## config.mk

```make
export PLATFORM = sky130hd
export DESIGN_NAME = hazard_ctrl
export DESIGN_NICKNAME = d
export VERILOG_FILES = /design/src/rtl/hazard_ctrl.sv
export SDC_FILE = /design/constraint.sdc
export NUM_CORES = 1
export LEC_CHECK = 0
export BUFFER_PORTS_ARGS = -buffer_cell sky130_fd_sc_hd__clkbuf_2
export CELL_PAD_IN_SITES_DETAIL_PLACEMENT = 0
export CELL_PAD_IN_SITES_GLOBAL_PLACEMENT = 1
export CORE_UTILIZATION = 30
export DETAILED_ROUTE_END_ITERATION = 10
export HOLD_SLACK_MARGIN = 0.08
export PLACE_DENSITY = 0.74
export SETUP_SLACK_MARGIN = 0.2
export SYNTH_ARGS = -nofsm -noshare
export SYNTH_HDL_FRONTEND = slang
export SYNTH_SLANG_ARGS = --single-unit
export TNS_END_PERCENT = 10
```

## constraint.sdc

```tcl
create_clock -name clk -period 2.05 [get_ports clk]
set_input_delay 0.41 -clock clk [delete_from_list [all_inputs] [get_ports clk]]
set_output_delay 0.41 -clock clk [all_outputs]
set_load 0.1 [all_outputs]
```

## src/rtl/hazard_ctrl.sv

```systemverilog
// Pipeline hazard controller: load-use bubbles, branch squash, memory freeze with timeout, halt.
// Latency: stage enables/flushes are combinational from state and inputs; state moves on the next edge.
// Backpressure: freeze (mem_req & ~mem_ready) holds every stage. HAZARD_STATS_EN adds stall/flush counters.
module hazard_ctrl (
    input  logic       clk,
    input  logic       rst_n,
    input  logic       dx_memread,
    input  logic [3:0] dx_rt,
    input  logic [3:0] fd_rs,
    input  logic [3:0] fd_rt,
    input  logic       fd_uses_rt,
    input  logic       branch_taken,
    input  logic       mem_req,
    input  logic       mem_ready,
    input  logic       wb_halt,
    output logic       pc_write,
    output logic       fd_write,
    output logic       dx_write,
    output logic       xm_write,
    output logic       fd_flush,
    output logic       dx_flush,
    output logic       halted,
    output logic       mem_timeout
`ifdef HAZARD_STATS_EN
    ,
    output logic [15:0] stall_cnt,
    output logic [15:0] flush_cnt
`endif
);

    typedef enum logic [1:0] {
        ST_RUN      = 2'd0,
        ST_MEM_WAIT = 2'd1,
        ST_HALTED   = 2'd2
    } state_t;

    state_t     state_q, state_d;
    logic [7:0] wait_cnt_q, wait_cnt_d;
    logic       mem_timeout_q, mem_timeout_d;

    logic freeze;
    logic load_use;
    logic pc_write_raw, fd_write_raw, dx_write_raw, xm_write_raw;
    logic fd_flush_raw, dx_flush_raw;

    assign freeze   = mem_req & ~mem_ready;
    assign load_use = dx_memread & (dx_rt != 4'd0) &
                      ((dx_rt == fd_rs) | (fd_uses_rt & (dx_rt == fd_rt)));

    // Enables before reset gating; the stats counters use these so rst_n stays a pure async reset.
    always_comb begin
        pc_write_raw = 1'b0;
        fd_write_raw = 1'b0;
        dx_write_raw = 1'b0;
        xm_write_raw = 1'b0;
        fd_flush_raw = 1'b0;
        dx_flush_raw = 1'b0;
        if (state_q != ST_HALTED) begin
            if (freeze) begin
                pc_write_raw = 1'b0;
            end else if (branch_taken) begin
                pc_write_raw = 1'b1;
                fd_write_raw = 1'b1;
                dx_write_raw = 1'b1;
                xm_write_raw = 1'b1;
                fd_flush_raw = 1'b1;
                dx_flush_raw = 1'b1;
            end else if (load_use) begin
                dx_write_raw = 1'b1;
                xm_write_raw = 1'b1;
                dx_flush_raw = 1'b1;
            end else begin
                pc_write_raw = 1'b1;
                fd_write_raw = 1'b1;
                dx_write_raw = 1'b1;
                xm_write_raw = 1'b1;
            end
        end
    end

    assign pc_write    = rst_n & pc_write_raw;
    assign fd_write    = rst_n & fd_write_raw;
    assign dx_write    = rst_n & dx_write_raw;
    assign xm_write    = rst_n & xm_write_raw;
    assign fd_flush    = rst_n & fd_flush_raw;
    assign dx_flush    = rst_n & dx_flush_raw;
    assign halted      = rst_n & (state_q == ST_HALTED);
    assign mem_timeout = mem_timeout_q;

    // A halt seen while frozen is not acted on: the HLT is still held in MEM/WB once the freeze lifts.
    always_comb begin
        state_d       = state_q;
        wait_cnt_d    = wait_cnt_q;
        mem_timeout_d = mem_timeout_q;
        case (state_q)
            ST_RUN: begin
                if (freeze) begin
                    state_d    = ST_MEM_WAIT;
                    wait_cnt_d = 8'd0;
                end else if (wb_halt) begin
                    state_d = ST_HALTED;
                end
            end
            ST_MEM_WAIT: begin
                if (freeze) begin
                    wait_cnt_d = wait_cnt_q + 8'd1;
                    if (wait_cnt_q == 8'd254) begin
                        state_d       = ST_HALTED;
                        mem_timeout_d = 1'b1;
                    end
                end else if (wb_halt) begin
                    state_d = ST_HALTED;
                end else begin
                    state_d = ST_RUN;
                end
            end
            ST_HALTED: begin
                state_d = ST_HALTED;
            end
            default: begin
                state_d = ST_RUN;
            end
        endcase
    end

    always_ff @(posedge clk or negedge rst_n) begin
        if (!rst_n) begin
            state_q       <= ST_RUN;
            wait_cnt_q    <= 8'd0;
            mem_timeout_q <= 1'b0;
        end else begin
            state_q       <= state_d;
            wait_cnt_q    <= wait_cnt_d;
            mem_timeout_q <= mem_timeout_d;
        end
    end

`ifdef HAZARD_STATS_EN
    logic [15:0] stall_cnt_q, stall_cnt_d;
    logic [15:0] flush_cnt_q, flush_cnt_d;

    always_comb begin
        stall_cnt_d = stall_cnt_q;
        flush_cnt_d = flush_cnt_q;
        if ((state_q != ST_HALTED) && !pc_write_raw && (stall_cnt_q != 16'hFFFF)) begin
            stall_cnt_d = stall_cnt_q + 16'd1;
        end
        if (fd_flush_raw && (flush_cnt_q != 16'hFFFF)) begin
            flush_cnt_d = flush_cnt_q + 16'd1;
        end
    end

    always_ff @(posedge clk or negedge rst_n) begin
        if (!rst_n) begin
            stall_cnt_q <= 16'd0;
            flush_cnt_q <= 16'd0;
        end else begin
            stall_cnt_q <= stall_cnt_d;
            flush_cnt_q <= flush_cnt_d;
        end
    end

    assign stall_cnt = stall_cnt_q;
    assign flush_cnt = flush_cnt_q;
`endif

endmodule
```

==> flow_summary.yaml, run 1 <==
cts:
  cts.clk_slew.worst_paths_ps: 70
  clock_path_buffers: 2
  numCtsBuffers: 3
  cts_tree: "yes"
  clk_latency_ps: 260
  h-tree-depth: 1
  cts_root_buffer: "clkbuf_4"
  clkSinkCount: 11
  cts_hold_buf: 0
die:
  die_h_um: 50.9
  ios: 28
  dieArea_um2: 2590
  start_util_pct: 32.2
  core_area_um2: 2230
  dieWidth_um: 50.9
  rows: 17
detailed_routing:
  drtIter0Drc: 6
  ant_nets: 0
  viasPerCell: 4.93
  num_vias: 695
  drc_errors: 0
  wl_mm: 1.67
  drt-wirelength-per-cell_um: 11.9
  drt_pass1_iterations: 4
setup_path:
  reg2reg_slack_ps: 380
  r2r-end: "wait_cnt_q[6]"
  startpoint: "dx_rt[0]"
  cp-start-kind: "primary input"
  r2r_cells: 4
  r2r_start: "state_q[1]"
  worstPathArrival_ps: 1590
  critPathMaxFanout: 3
  timing_worst_setup_path_type: "in2out"
  critPathCaptureType: "primary output"
  crit_required_ps: 1640
job:
  maxCapViolCount: 0
placed_design:
  place_area_um2: 1010
  gp_congestion: 0.751
  port_buffers: 27
  dp.final_hpwl_mm: 1.33
power_and_ir_drop:
  leakage_nw: 0.497
  worst_ir_drop_vdd_uv: 625
  power-per-cell-area_nw_per_um2: 858
  p_total_mw: 0.923
yosys:
  syn_inst: 80
  yosysMostFrequentCell: "dfrtp_1"
  synth_top_area_cell: "dfrtp_1"
  syn-num-nets: 102
  synth_area_um2: 718
  ys_top_cells_by_area: "dfrtp_1, xor2_1, nand2_1"
  synth-main-ff-cell: "dfrtp_1"
  synth.avg_cell_area_um2: 8.98
  yosys_register_bits: 11
  yosys.area.top_type_share_pct: 38.3
  yosys-top-cells-count: "dfrtp_1, nand2_1, xor2_1, nor2_1, o21ai_0"
  synth_edf_count: 0
  synth_cell_types: 31
  synthArstFlopShare_pct: 100
  yosysWarnings: 0
  ys_seq_area_share_pct: 38.3
status:
  status: "complete, no violations"
sta:
  fin_crit_sh_pct: 97.5
  drv_slew: 0
  tightest_slew_ps: 540
  clock_skew_ps: 2.82
  rsz0062_at_grt: "true"
  finalSetupTns_ps: 0
  maxSlewHeadroom_pct: 64.1
  setup_viol: 0
  clock.fmax_mhz: 500
  hold_violations: 0
  finalCriticalPeriod_ps: 2000
  hold_ws_ps: 105
global_routing:
  grt_remaining_overflow: 0
  grt_antenna_before_repair: 0
  grt_pass1_vias: 668
  grt_max_degree: 14
  grt_first_pass_wirelength_mm: 2.74
  grtUsageTotal_pct: 14.0
cells_and_area:
  fin_area_um2: 1080
  drive_above_1_share_pct: 39.8
  regArea_um2: 277
  nets: 136
  synthToLayoutAreaGrowth_pct: 49.8
  multi_input_area_um2: 453
  num_antenna_cells: 0
  fillers: 231
min_path:
  hp-class: "in2async"
[cell families after synthesis]
logic type / share of synthesized area (%)
AOI/OAI and AO/OA: 15.2
xor gates and xnor gates: 12.2
adders and majority gates: 3.48
buffers and inverters: 3.83
DFF: 38.3
muxes: 1.39
and+or+nand+nor: 25.6
[worst max-delay path by stage]
stage	depth (start not counted)	to
after floorplan	4	pc_write
after global placement	6	fd_write
after detailed placement	6	fd_write
after CTS	6	fd_write
after global routing	6	fd_write
final	6	fd_write
[where the power goes]
| group | leakage [nW] | switching (mW) | internal, mW | total (mW) |
|---|---|---|---|---|
| registers | 0.148 | 0.0280 | 0.244 | 0.272 |
| clock network | 0.0150 | 0.0688 | 0.0752 | 0.144 |
| logic | 0.334 | 0.317 | 0.190 | 0.507 |
| total | 0.497 | 0.414 | 0.510 | 0.923 |
[worst max-delay path: stages]
cell and delay, ps:
clkbuf_2 120, xor2_1 180, nor4_2 300, a31oi_1 90
o31a_4 320, buf_12 170
[layout make-up]
| class | count | area share [%] |
|---|---|---|
| inverter | 2 | 0.698 |
| sequential | 11 | 25.7 |
| multi-input combinational | 64 | 42.1 |
| tap | 28 | 3.26 |
| timing repair buffer | 32 | 25.8 |
| clock buffer | 4 | 2.44 |
[per-layer routing]
layer | routed length, um | GRT usage, %
met1 | 720 | 15.4
met2 | 863 | 26.8
met3 | 87 | 1.49
met4 | 0 | 5.56
met5 | 0 | 0
[registers in the layout (all words and copies together), names as in the netlist]
signal,count
mem_timeout,1
wait_cnt_q,8
state_q,2
[stage by stage]
step                      cells  setup WS [ps]  util, %
after global routing        141           6.14     48.2
after detailed placement    135          -13.9     45.4
after global placement      135           27.2     45.4
after floorplan              80           33.3        -
final                       141           51.2     48.2
after CTS                   139           46.0     47.2
[layout by cell type (no fill, tap or decap), drive strengths merged]
cell type / netlist / layout
xor2: 7 / 7
o31a: 1 / 1
inv: 2 / 2
nor4: 1 / 1
and3: 2 / 2
or2b: 1 / 1
a21o: 2 / 2
dfrtp: 11 / 11
a31oi: 1 / 1
or3b: 1 / 1
nand3: 3 / 3
and2: 1 / 1
o41ai: 1 / 1
nand2: 8 / 8
nor3: 4 / 4
or4: 1 / 1
xnor2: 3 / 3
nand4: 2 / 2
ha: 2 / 2
or3: 1 / 1
clkbuf: 0 / 24
a22o: 2 / 2
mux2i: 1 / 1
a21oi: 2 / 2
o21ai: 5 / 5
buf: 3 / 12
nand2b: 3 / 3
o31ai: 1 / 1
nor3b: 1 / 1
a311o: 1 / 1
nor2: 6 / 6
[repair_timing]
item                       in CTS  in global routing
gates resized for setup         3                  1
gates cloned                    0                  0
pin swaps                       1                  1
setup buffers                   0                  2
setup endpoints to repair       4                  4
(Power assumes the default switching activity.)
==> run 2: changes to the inputs <==
- CORE_UTILIZATION: 30 -> 34
- PLACE_DENSITY: 0.74 -> 0.82
==> flow_summary.yaml, run 2 (synthesis results as in run 1) <==
status:
  status: "complete, no violations"
detailed_routing:
  ant_nets: 0
  drt-wirelength-per-cell_um: 12.2
  top_layer_used: "met4"
  wl_met2_um: 876
  wl_mm: 1.68
  met3_length_um: 25
  viasPerCell: 4.97
  drtIter0Drc: 21
  drc_errors: 0
  drt_pass1_iterations: 4
  num_vias: 686
  wl_met1_um: 766
job:
  maxCapViolCount: 0
cells_and_area:
  stdcell_count: 138
  layout_common_cells: "clkbuf_2, dfrtp_1, nand2_1"
  post-route-util_pct: 53.3
  final_common_cell: "clkbuf_2"
  fin_area_um2: 1060
  top_register: "wait_cnt_q"
  largest_reg_flops: 8
  fillers: 191
  nets: 134
  synthToLayoutAreaGrowth_pct: 47.0
  num_antenna_cells: 0
  drive_above_1_share_pct: 36.9
power_and_ir_drop:
  leakage_nw: 0.484
  worst_ir_drop_vdd_uv: 739
  p_total_mw: 0.922
  power-per-cell-area_nw_per_um2: 873
setup_path:
  slowest_stage: "o31a_4"
  critPathCaptureType: "primary output"
  cpPeakStageDelay_ps: 320
  r2r-end: "wait_cnt_q[6]"
  crit_chain: "clkbuf_2 -> xor2_1 -> nor4_2 -> a31oi_1 -> o31a_4 -> buf_12"
  critPathMaxFanout: 3
  r2r_start: "state_q[1]"
  timing_worst_setup_path_type: "in2out"
  crit_required_ps: 1640
  cp-start-kind: "primary input"
  reg2reg_slack_ps: 410
  r2r_cells: 4
  worstPathArrival_ps: 1590
placed_design:
  place_area_um2: 1010
  port_buffers: 27
  pre_cts_ws_ps: -5.10
  dp.final_hpwl_mm: 1.33
  gp_congestion: 0.707
  dp.cells: 134
sta:
  maxSlewHeadroom_pct: 64.0
  hold_violations: 0
  clock_skew_ps: 4.19
  fin_crit_sh_pct: 97.3
  rsz0062_at_grt: "true"
  clock.fmax_mhz: 501
  drv_slew: 0
  fin_ws_ps: 54.4
  setup_viol: 0
  tightest_slew_ps: 542
  finalCriticalPeriod_ps: 2000
  finalSetupTns_ps: 0
  hold_ws_ps: 95.6
min_path:
  hp-class: "in2async"
die:
  ios: 28
  core_area_um2: 1980
  die_h_um: 48.0
  start_util_pct: 36.2
  rows: 16
  dieArea_um2: 2300
  dieWidth_um: 48.0
global_routing:
  grt_first_pass_wirelength_mm: 2.36
  grt_antenna_before_repair: 0
  grtUsageTotal_pct: 14.8
  grt_max_degree: 14
  grt_remaining_overflow: 0
  grt_pass1_vias: 554
cts:
  cts.clk_slew.worst_paths_ps: 70
  cts_tree: "yes"
  clock_path_buffers: 2
  clkSinkCount: 11
  h-tree-depth: 1
  cts_root_buffer: "clkbuf_4"
  clk_latency_ps: 260
  numCtsBuffers: 3
  post-cts-setup-buffer-count: 0
run 2: cell count changes in the layout (fill, tap and decap cells not counted), sizes merged:
cell	change
buf	-2
run 2: routing by layer:
layer  vias to the layer above  global-route usage, %
met4                         0                   5.00
li1                        344                      -
met1                       328                   18.8
met5                         -                      0
met2                        12                   25.7
met3                         2                   2.26
run 2: repair_timing:
item | in CTS | in global routing
endpoints found under the setup margin | 4 | 4
hold buffers | 0 | 0
pin swaps | 1 | 4
resized for setup | 2 | 2
run 2: final cells by class:
class | instances | area [um2] | area share [%]
Inverter | 2 | 7.51 | 0.711
Tap cell | 27 | 33.8 | 3.20
Clock buffer | 4 | 26.3 | 2.49
Multi-Input combinational cell | 64 | 450 | 42.7
Timing Repair Buffer | 30 | 263 | 24.9
Sequential cell | 11 | 275 | 26.1
run 2: worst max path at each step:
stage | end | slack (ps) | cells after the start | from
after global placement | fd_write | 20 | 6 | dx_rt[1]
after global routing | fd_write | -10 | 6 | dx_rt[1]
after detailed placement | pc_write | -5 | 6 | dx_rt[1]
after floorplan | pc_write | 30 | 4 | state_q[0]
final | pc_write | 50 | 6 | dx_rt[1]
after CTS | pc_write | 50 | 6 | dx_rt[2]
run 2: power by group:
part | internal (mW) | total [mW] | switching [mW]
clock network | 0.0751 | 0.144 | 0.0692
logic | 0.189 | 0.508 | 0.319
registers | 0.244 | 0.270 | 0.0262
total | 0.507 | 0.922 | 0.414
run 2: worst max-delay path, delay by kind of cell:
| kind | cells | cell delay [ps] |
|---|---|---|
| AO/OA/AOI/OAI | 2 | 400 |
| XOR/XNOR | 1 | 170 |
| buffers and inverters | 2 | 280 |
| AND/OR/NAND/NOR | 1 | 310 |
